<file path="config.mk">
export PLATFORM = sky130hd
export DESIGN_NAME = framebuffer_serializer_buffered
export DESIGN_NICKNAME = d
export VERILOG_FILES = /design/src/rtl/framebuffer_serializer_buffered.sv
export SDC_FILE = /design/constraint.sdc
export NUM_CORES = 1
export LEC_CHECK = 0
export CAP_MARGIN = 25
export CORE_MARGIN = 5
export CORE_UTILIZATION = 35
export DETAILED_ROUTE_END_ITERATION = 8
export MAX_ROUTING_LAYER = met4
export PLACE_DENSITY_LB_ADDON = 0.1
export SLEW_MARGIN = 20
export SYNTH_ARGS = -nofsm -noshare
export SYNTH_HDL_FRONTEND = slang
export SYNTH_SLANG_ARGS = --single-unit
</file>
<file path="constraint.sdc">
create_clock -name aclk -period 4.4 [get_ports aclk]
set_input_delay 0.66 -clock aclk [delete_from_list [all_inputs] [get_ports aclk]]
set_output_delay 0.66 -clock aclk [all_outputs]
set_load 0.1 [all_outputs]
</file>
<file path="src/rtl/framebuffer_serializer_buffered.sv">
// Buffers AXI read beats in a small FIFO and serializes them into pixels chosen by a
// fetch-address stream, one pixel per cycle, with read-error tagging per pixel.
module framebuffer_serializer_buffered #(
  parameter int unsigned DATA_WIDTH      = 64,
  parameter int unsigned ADDR_WIDTH      = 32,
  parameter int unsigned ID_WIDTH        = 8,
  parameter int unsigned PIXEL_WIDTH     = 16,
  parameter int unsigned BEAT_FIFO_DEPTH = 4
) (
  input  logic                               aclk,
  input  logic                               reset,
  output logic                               m_frag_tvalid,
  input  logic                               m_frag_tready,
  output logic [PIXEL_WIDTH-1:0]             m_frag_tdata,
  output logic [ADDR_WIDTH-1:0]              m_frag_taddr,
  output logic                               m_frag_tlast,
  output logic                               m_frag_terr,
  input  logic                               s_fetch_tvalid,
  output logic                               s_fetch_tready,
  input  logic [ADDR_WIDTH-1:0]              s_fetch_taddr,
  input  logic                               s_fetch_tlast,
  input  logic [ID_WIDTH-1:0]                m_mem_axi_rid,
  input  logic [DATA_WIDTH-1:0]              m_mem_axi_rdata,
  input  logic [1:0]                         m_mem_axi_rresp,
  input  logic                               m_mem_axi_rlast,
  input  logic                               m_mem_axi_rvalid,
  output logic                               m_mem_axi_rready,
  output logic [$clog2(BEAT_FIFO_DEPTH):0]   fifo_level
);

  localparam int unsigned PPB   = DATA_WIDTH / PIXEL_WIDTH;
  localparam int unsigned SEL_W = $clog2(PPB);
  localparam int unsigned TAG_W = ADDR_WIDTH - SEL_W;
  localparam int unsigned PTR_W = $clog2(BEAT_FIFO_DEPTH);
  localparam int unsigned LVL_W = PTR_W + 1;
  localparam logic [LVL_W-1:0] DEPTH_L = LVL_W'(BEAT_FIFO_DEPTH);

  // Each entry is {beat data, error flag}.
  logic [DATA_WIDTH:0]   fifo_mem_q [BEAT_FIFO_DEPTH];
  logic [PTR_W-1:0]      wr_ptr_q, rd_ptr_q;
  logic [LVL_W-1:0]      level_q, level_d;
  logic                  rready_q;

  logic [DATA_WIDTH-1:0] line_data_q;
  logic [TAG_W-1:0]      line_tag_q;
  logic                  line_err_q, line_valid_q;

  logic                   tvalid_q, tlast_q, terr_q;
  logic [PIXEL_WIDTH-1:0] tdata_q;
  logic [ADDR_WIDTH-1:0]  taddr_q;

  logic [TAG_W-1:0]       fetch_tag;
  logic [SEL_W-1:0]       sel;
  logic [DATA_WIDTH:0]    head;
  logic [DATA_WIDTH-1:0]  src_data;
  logic                   src_err, hit, fifo_empty, out_free;
  logic                   fetch_fire, push, pop;
  logic [PIXEL_WIDTH-1:0] pix;
  logic                   unused_inputs;

  assign unused_inputs = ^{m_mem_axi_rid, m_mem_axi_rlast, m_mem_axi_rresp[0]};

  assign fetch_tag = s_fetch_taddr[ADDR_WIDTH-1:SEL_W];
  assign sel       = s_fetch_taddr[SEL_W-1:0];
  assign head      = fifo_mem_q[rd_ptr_q];

  // Reset gates both ready outputs so no handshake completes in the reset cycle.
  always_comb begin
    hit            = line_valid_q && (fetch_tag == line_tag_q);
    fifo_empty     = (level_q == '0);
    out_free       = !tvalid_q || m_frag_tready;
    s_fetch_tready = !reset && s_fetch_tvalid && out_free && (hit || !fifo_empty);
    fetch_fire     = s_fetch_tvalid && s_fetch_tready;
    pop            = fetch_fire && !hit;
    push           = m_mem_axi_rvalid && m_mem_axi_rready;
    src_data       = hit ? line_data_q : head[DATA_WIDTH:1];
    src_err        = hit ? line_err_q : head[0];
    pix            = src_data[sel*PIXEL_WIDTH +: PIXEL_WIDTH];
    level_d        = level_q + {{(LVL_W-1){1'b0}}, push} - {{(LVL_W-1){1'b0}}, pop};
  end

  always_ff @(posedge aclk) begin
    if (push) begin
      fifo_mem_q[wr_ptr_q] <= {m_mem_axi_rdata, m_mem_axi_rresp[1]};
    end
  end

  always_ff @(posedge aclk) begin
    if (reset) begin
      wr_ptr_q     <= '0;
      rd_ptr_q     <= '0;
      level_q      <= '0;
      rready_q     <= 1'b0;
      line_data_q  <= '0;
      line_tag_q   <= '0;
      line_err_q   <= 1'b0;
      line_valid_q <= 1'b0;
      tvalid_q     <= 1'b0;
      tdata_q      <= '0;
      taddr_q      <= '0;
      tlast_q      <= 1'b0;
      terr_q       <= 1'b0;
    end else begin
      level_q  <= level_d;
      rready_q <= (level_d < DEPTH_L);
      if (push) wr_ptr_q <= wr_ptr_q + PTR_W'(1);
      if (pop) begin
        rd_ptr_q    <= rd_ptr_q + PTR_W'(1);
        line_data_q <= head[DATA_WIDTH:1];
        line_err_q  <= head[0];
        line_tag_q  <= fetch_tag;
      end
      if (fetch_fire) begin
        // Dropping the line at end of stream forces a fresh beat for the next stream.
        line_valid_q <= !s_fetch_tlast;
        tvalid_q     <= 1'b1;
        tdata_q      <= pix;
        taddr_q      <= s_fetch_taddr;
        tlast_q      <= s_fetch_tlast;
        terr_q       <= src_err;
      end else if (m_frag_tready) begin
        tvalid_q <= 1'b0;
      end
    end
  end

  assign m_mem_axi_rready = rready_q && !reset;
  assign fifo_level       = level_q;
  assign m_frag_tvalid    = tvalid_q;
  assign m_frag_tdata     = tdata_q;
  assign m_frag_taddr     = taddr_q;
  assign m_frag_tlast     = tlast_q;
  assign m_frag_terr      = terr_q;

endmodule

</file>
==> flow_summary.ini, run 1 <==
[outcome]
status = finished clean

[pwr]
p_sw_share_pct = 30.6
power.density_nw_per_um2 = 546
p_leak_nw = 6.77
internal-power_mw = 7.71
p_clk_share_pct = 36.3
p_switching_mw = 3.39
pwr-share-comb_pct = 21.9
ir_drop_v = 0.000293
pwr-share-seq_pct = 41.8

[final_layout]
drive_gt1_share_pct = 13.0
nets = 1494
area_growth_pct = 23.6
nFillCells = 4256
n_antenna_cell = 0

[sta]
hold_violations = 0
post-route-period-util_pct = 77.6
skew_ps = 13.1
layout_setup_ws_ps = 987
rsz0062_at_grt = false
fmax_mhz = 293
finalSetupViolCount = 0
drv_slew = 0
min_period_ps = 3410
slew-limit-headroom_pct = 24.2
fin_tns_setup_ps = 0
worst_pin_slew_ps = 1130

[yosys]
async_reset_ff_share_pct = 0
yosysWarnings = 0
synth_compound_gate_area_share_pct = 6.68
synth_top_family_by_area = multiplexers
yosys.area_share.simple_pct = 10.6
synthAdderAreaFrac_pct = 0.578
ys.flop_type = edfxtp_1
ys_seq_area_share_pct = 66.6
synth_nets = 1345
ys_types = 41
postSynthAreaPerCell_um2 = 13.4
synth_mux_area_share_pct = 11.1
syn-cell-area_um2 = 16500
ys_seq_elements = 417
synth_edf_count = 260
synth_xor_area_share_pct = 1.81
synthCells = 1225

[placement]
finalWeightedCongestion = 0.717
hpwl_um = 25400
post-place-ws_ps = 385
placement.io_buffers = 158

[clock_network]
htree_levels = 2
clk_pin_slew_worst_paths_ps = 60
insertion_delay_ps = 570
clock-sinks = 417
cts_tree = done
cts_buffers = 46
cts_hold_buf = 0
clockBufferDepth = 3
cts_resized = 0
postCtsSetupBuffers = 0
clock-root-buffer = clkbuf_16

[floorplan]
start_util_pct = 35.3
dieArea_um2 = 51400
core-area_um2 = 46600
die_h_um = 227
io_pins = 169
num_rows = 79
die_w_um = 227

[job]
maxCapViolCount = 0

[detailed_routing]
drc = 0
vias_per_cell = 4.99
vias = 10100
ant_nets = 0
wl_per_cell_um = 20.3
first_pass_iters = 5
drt_first_iter_violations = 730
routed_wl_um = 41000

[global_route]
grt_usage_pct = 16.3
grt_pass1_wl_um = 62300
grt_pass1_vias = 10000
grt_start_max_net_pins = 77
overflow = 0
antenna_found_initial = 0

[setup_path]
startpoint_type = input pin
cp_data_required_time_ps = 4840
worstPathArrival_ps = 3850
critical_path_class = in2reg
path_max_fanout = 3
end_kind = flip-flop

[hold_path]
min_path_type = reg2reg
## cells in the final DEF (no fill, tap or decap), types with 2 or more instances in the layout
cell and n:
buf_4 18, and3_4 2, clkbuf_16 47, nor3_1 33
nand4_1 12, clkinv_2 16, nor2b_1 4, xnor2_1 29
nand4b_1 2, clkbuf_1 3, clkinvlp_4 3, inv_1 6
clkinv_1 4, mux4_2 65, buf_12 5, bufinv_16 8
mux2i_1 36, o21ai_1 31, dfxtp_1 155, nor3b_1 16
edfxtp_1 260, nor2_1 41, buf_16 4, nand2b_1 35
a41o_1 16, clkdlybuf4s50_1 155, clkbuf_8 2, nand2_1 225
a22oi_1 16, xor2_1 5, nor4_1 2, a21oi_1 127
and3_2 2, ha_1 6
## final timing paths
path / start / slack, ps / end / cells past startpoint
worst max register to register: line_tag_q[2] / 1320 / rready_q / 14
worst min-delay path: line_data_q[31] / 450 / line_data_q[31] / 2
worst min register to register: line_data_q[31] / 450 / line_data_q[31] / 2
worst max-delay path: s_fetch_taddr[4] / 990 / rready_q / 15
## synthesized netlist by cell type (4+ instances only)
cell,instances,area (um2)
dfxtp_1,157,3140
buf_2,24,120
nor2b_1,4,25.0
a21oi_1,127,636
o21ai_1,31,155
edfxtp_1,260,7810
a22oi_1,16,120
xor2_1,5,43.8
nor3b_1,16,120
mux4_2,65,1460
and3_1,4,25.0
buf_6,6,67.6
nor3_1,33,165
buf_4,8,60.1
inv_1,6,22.5
clkbuf_1,40,150
ha_1,6,75.1
a41o_1,16,160
nand4_1,12,75.1
nor2_1,41,154
nand2b_1,35,219
mux2i_1,36,360
nand2_1,226,848
xnor2_1,29,254
## registers in the layout, summed over array words and instances, names as in the netlist, named ones only
signal and flops:
fifo_mem_q 260, line_data_q 64, m_frag_taddr 32, line_tag_q 30, m_frag_tdata 16, fifo_level 3
rd_ptr_q 2, wr_ptr_q 2, line_err_q 1, line_valid_q 1, m_frag_terr 1, m_frag_tlast 1
m_frag_tvalid 1, rready_q 1
## power by group through the flow
stage                     logic, mW  registers [mW]  clock network, mW
final                          2.43            4.64               4.03
after detailed placement       2.46            4.74                  0
after CTS                      2.47            4.65               4.13
after floorplan               0.966            5.45                  0
after global routing           2.59            4.69               4.31
after global placement         2.40            4.72                  0
## worst max-delay path, stage by stage
cell and delay [ps]:
clkdlybuf4s50_1 490, xnor2_1 360, nand4_1 140, nor4_1 510, nand3_2 210, nand3_4 110, clkinv_2 50, ha_1 260
inv_1 60, ha_1 130, inv_1 50, fa_1 390, xor2_1 160, xnor2_1 140, nor2b_1 140
## kinds of logic (layout without fill, tap and decap cells)
group | count (synthesis) | count (layout)
XOR/XNOR | 34 | 34
multiplexers | 101 | 101
AO/OA/AOI/OAI | 194 | 194
flip-flops | 417 | 417
adder cells (fa/ha/maj) | 7 | 7
AND/OR/NAND/NOR | 384 | 384
buffers and inverters | 88 | 274
## layer usage
metal | vias to the layer above | track usage (%) | wire length, um
met5 | - | - | 0
met4 | 0 | 3.84 | 684
met3 | 52 | 2.90 | 2030
met2 | 250 | 24.7 | 18700
met1 | 4978 | 23.2 | 19500
li1 | 4799 | - | -
## through the flow
step / util [%] / hold WS (ps) / cell area, um2 / cells / power (mW)
global route: 43.7 / 470 / 20300 / 2018 / 11.6
floorplan: - / 428 / 16500 / 1225 / 6.42
global placement: 40.0 / 436 / 18600 / 1929 / 7.12
CTS: 43.7 / 454 / 20300 / 2018 / 11.3
detailed placement: 40.3 / 446 / 18700 / 1933 / 7.20
finish: 43.7 / 452 / 20300 / 2018 / 11.1
## layout make-up
class,count,area [um2],area share [%]
Multi-Input combinational cell,720,5110,25.1
Inverter,7,27.5,0.135
Tap cell,607,759,3.73
Clock buffer,52,1210,5.97
Timing Repair Buffer,182,1900,9.33
Sequential cell,417,11000,53.9
Clock inverter,33,375,1.85
Power figures use the tool's default switching activity.
==> inputs of run 2 (changes only) <==
Clock period 4.4 ns to 3.1 ns, I/O delays scaled along.
==> run 2 against run 1 <==
Register-to-register slack worse by 1100 ps. Utilization up 0.82 points. Setup slack worse by 870 ps. Sequential power up 41%. Die area unchanged. Total power up 40%. Critical endpoint is now s_fetch_tready. Highest routed layer unchanged.
==> flow_summary.ini, run 2 (same netlist as run 1, synthesis figures left out) <==
[outcome]
status = finished clean

[clock_network]
clock-sinks = 417
insertion_delay_ps = 580
clk_pin_slew_worst_paths_ps = 60
clockBufferDepth = 3
cts_buffers = 47
clock-root-buffer = clkbuf_16
htree_levels = 2
cts_tree = done

[global_route]
grt_usage_pct = 17.2
antenna_found_initial = 0
gr-usage-met3_pct = 2.74
grt_use_met2_pct = 27.2
overflow = 0
grt_start_max_net_pins = 95
grt_pass1_wl_um = 65700
grt_use_met1_pct = 23.4
grt_most_used_layer = met2
grt_pass1_vias = 10500

[sta]
drv_slew = 0
rsz0062_at_grt = true
finalSetupViolCount = 0
slew-limit-headroom_pct = 33.7
post-route-period-util_pct = 96.2
fin_tns_setup_ps = 0
layout_setup_ws_ps = 119
worst_pin_slew_ps = 994
skew_ps = 19.6
min_period_ps = 2980
hold_ws_ps = 123
fmax_mhz = 335
hold_violations = 0

[hold_path]
min_path_type = in2reg
hp-start = reset
min_to = wr_ptr_q[0]
whs_path_depth = 2

[pwr]
pwr-share-comb_pct = 23.1
p_sw_share_pct = 31.1
p_leak_nw = 7.19
p_switching_mw = 4.85
p_total_mw = 15.6
p_clk_share_pct = 34.8
power.density_nw_per_um2 = 752
ir_drop_v = 0.000506
internal-power_mw = 10.7
pwr-share-seq_pct = 42.1

[final_layout]
drive_gt1_share_pct = 20.4
nFillCells = 4202
top_register = fifo_mem_q
final_common_cell = edfxtp_1
area_growth_pct = 25.9
nets = 1558
final_cell_mix = 260 x edfxtp_1, 225 x nand2_1, 151 x dfxtp_1, 128 x buf_4, 127 x a21oi_1
utilization_pct = 44.5
largest_register_ffs = 260

[detailed_routing]
vias = 10400
drt_first_iter_violations = 638
wl_per_cell_um = 20.6
first_pass_iters = 5
ant_nets = 0
vias_per_cell = 4.98
drc = 0
routed_wl_um = 43000

[setup_path]
path_max_fanout = 3
r2r_end = rready_q
critical_path_class = in2out
startpoint_type = input pin
worstPathArrival_ps = 2520
cp_data_required_time_ps = 2630
timing.rr.start = line_tag_q[1]
end_kind = output port
reg2reg_depth = 15
reg2reg_slack_ps = 200

[placement]
placement.io_buffers = 158
finalWeightedCongestion = 0.895
hpwl_um = 27600
post-place-ws_ps = -496

[floorplan]
start_util_pct = 35.3
dieArea_um2 = 51400
die_w_um = 227
num_rows = 79
core-area_um2 = 46600
die_h_um = 227
io_pins = 169

[job]
maxCapViolCount = 0
run 2: changes by cell type in the layout (fill, tap and decap cells not counted), sizes merged:
cell,before,now
buf,27,144
clkdlybuf4s50,155,101
clkbuf,52,68
bufinv,8,3
clkinv,21,16
clkinvlp,4,0
diode,0,1
run 2: worst max-delay path, cell delays in order:
cell	delay (ps)
clkdlybuf4s50_1	480
xor2_1	210
buf_4	150
or3_4	380
nor4_4	260
nand2_2	160
a21boi_4	200
buf_12	200
run 2: worst max-delay path by stage:
stage | start | endpoint | slack (ps) | cells past startpoint
6_report | s_fetch_taddr[16] | s_fetch_tready | 120 | 8
5_1_grt | s_fetch_taddr[12] | rready_q | -10 | 16
4_1_cts | s_fetch_taddr[16] | s_fetch_tready | 20 | 8
3_5_place_dp | s_fetch_taddr[4] | rready_q | -500 | 16
3_3_place_gp | s_fetch_taddr[4] | rready_q | -500 | 16
2_1_floorplan | s_fetch_taddr[3] | rready_q | 3 | 15
run 2: timing repair:
item,4_1_cts,5_1_grt
resized for setup,1,6
hold buffers,0,0
setup endpoints to repair,1,3
pin swaps,1,2
buffers inserted,1,0
run 2: metal layers:
metal / vias up / wire [um]
met2: 259 / 20400
li1: 4927 / -
met1: 5122 / 19800
met5: - / 0
met3: 65 / 2100
met4: 0 / 779
run 2: layout make-up:
class / instances / area [um2] / area share [%]
Antenna cell: 1 / 2.50 / 0.0121
Clock buffer: 68 / 1330 / 6.41
Clock inverter: 19 / 175 / 0.845
Inverter: 7 / 27.5 / 0.133
Multi-Input combinational cell: 720 / 5170 / 24.9
Sequential cell: 417 / 11000 / 52.9
Tap cell: 607 / 759 / 3.67
Timing Repair Buffer: 245 / 2300 / 11.1
run 2: stage by stage:
stage / cell area, um2 / std cells
5_1_grt: 20700 / 2083
2_1_floorplan: 16500 / 1225
3_5_place_dp: 19200 / 1995
6_report: 20700 / 2084
3_3_place_gp: 19100 / 1994
4_1_cts: 20700 / 2083
run 2: power groups by stage:
| stage | logic, mW | clock network [mW] | registers [mW] |
|---|---|---|---|
| after floorplan | 1.38 | 0 | 7.74 |
| after global placement | 3.60 | 0 | 6.67 |
| final | 3.59 | 5.43 | 6.56 |
| after detailed placement | 3.63 | 0 | 6.68 |
| after CTS | 3.65 | 5.60 | 6.57 |
| after global routing | 3.83 | 5.85 | 6.61 |
==> inputs of run 3 (changes only) <==
Settings changed: CTS_CLUSTER_DIAMETER set to 80.
==> run 3 against run 2 <==
Wire length decreased by 0.25%. Global-route usage about the same. Die area is the same. Sequential power hardly changed. Clock skew shrank 1.3 ps. Critical path depth unchanged. Setup slack worse by 19 ps. Total power increased by 0.96%.
==> flow_summary.ini, run 3 (same netlist as run 1, synthesis figures left out) <==
[outcome]
status = finished clean

[clock_network]
clock-root-buffer = clkbuf_16
insertion_delay_ps = 580
clockBufferDepth = 3
htree_levels = 2
clk_pin_slew_worst_paths_ps = 60
cts_buffers = 49
cts_tree = done
clock-sinks = 417

[floorplan]
num_rows = 79
die_h_um = 227
start_util_pct = 35.3
dieArea_um2 = 51400
io_pins = 169
core-area_um2 = 46600
die_w_um = 227

[detailed_routing]
wl_per_cell_um = 20.6
drc = 0
drt_first_iter_violations = 723
first_pass_iters = 5
routed_wl_um = 42900
ant_nets = 0
vias_per_cell = 4.99
vias = 10400

[final_layout]
multi_input_area_um2 = 5170
area_growth_pct = 26.4
utilization_pct = 44.7
drive_gt1_share_pct = 21.1
n_antenna_cell = 0
final_common_cell = edfxtp_1
nFillCells = 4198
nets = 1560
largest_register_ffs = 260
top_register = fifo_mem_q
final_cell_mix = 260 x edfxtp_1, 225 x nand2_1, 151 x dfxtp_1, 128 x buf_4, 127 x a21oi_1
register_area_um2 = 11000
final_cells = 2088

[sta]
skew_ps = 18.3
slew-limit-headroom_pct = 33.5
finalSetupViolCount = 0
min_period_ps = 3000
worst_pin_slew_ps = 997
fin_tns_setup_ps = 0
rsz0062_at_grt = false
post-route-period-util_pct = 96.8
hold_violations = 0
fmax_mhz = 333
drv_slew = 0

[hold_path]
min_path_type = in2reg
hp-start = reset

[placement]
finalWeightedCongestion = 0.895
placement.io_buffers = 158
dpl.cell_count = 1995
hpwl_um = 27600

[job]
maxCapViolCount = 0

[global_route]
grt_usage_pct = 17.2
grt_pass1_wl_um = 65500
antenna_found_initial = 0
overflow = 0
grt_start_max_net_pins = 95
grt_pass1_vias = 10500

[setup_path]
timing.rr.start = line_tag_q[1]
critical_path_class = in2out
startpoint_type = input pin
crit_start = s_fetch_taddr[16]
path_max_fanout = 3
cp_data_required_time_ps = 2630
end_kind = output port
worstPathArrival_ps = 2540

[pwr]
power.density_nw_per_um2 = 756
p_leak_nw = 7.23
ir_drop_v = 0.000404
run 3: path summary, 6_finish.rpt:
| kind | to | slack (ps) | cells after the start |
|---|---|---|---|
| worst max-delay path | s_fetch_tready | 100 | 8 |
| worst min register to register | line_data_q[28] | 450 | 2 |
| worst min-delay path | wr_ptr_q[0] | 120 | 2 |
| worst max register to register | rready_q | 220 | 15 |
run 3: per-stage QoR:
stage	cell area [um2]	power, mW	hold WS, ps	setup slack (ps)
finish	20800	15.7	120	99.7
global route	20800	16.5	98.8	2.92
CTS	20800	16.0	78.5	17.9
detailed placement	19200	10.3	443	-496
global placement	19100	10.3	431	-498
floorplan	16500	9.12	428	3.47
run 3: per-layer routing:
metal | up-vias | part of all wire, % | GRT usage (%)
li1 | 4937 | - | -
met1 | 5167 | 46 | 23.3
met2 | 254 | 47 | 27.2
met3 | 56 | 4.6 | 2.74
met4 | 0 | 1.7 | 4.56
met5 | - | 0 | -
run 3: report_power, final:
part,switching [mW],internal (mW)
sequential,0.227,6.33
clock,2.27,3.31
combinational,2.41,1.18
total,4.91,10.8
run 3: worst max-delay path, cell delays in order:
cell and delay [ps]:
clkdlybuf4s50_1 490, xor2_1 210, buf_4 150, or3_4 380, nor4_4 270, nand2_2 160
a21boi_4 200, buf_12 200
run 3: final cells by class:
| type | instances | share of cell area [%] |
|---|---|---|
| clock buffer | 75 | 6.95 |
| timing repair buffer | 245 | 11.1 |
| multi-input combinational | 720 | 24.8 |
| sequential | 417 | 52.7 |
| tap | 607 | 3.65 |
| clock inverter | 17 | 0.656 |
| inverter | 7 | 0.132 |
run 3: repair_timing:
item / 4_1_cts / 5_1_grt
hold endpoints to repair: 0 / 0
gates cloned: 0 / 0
setup endpoints to repair: 1 / 3
gates resized for setup: 1 / 6
pin swaps: 1 / 2
buffers inserted: 1 / 0
hold buffers: 0 / 0
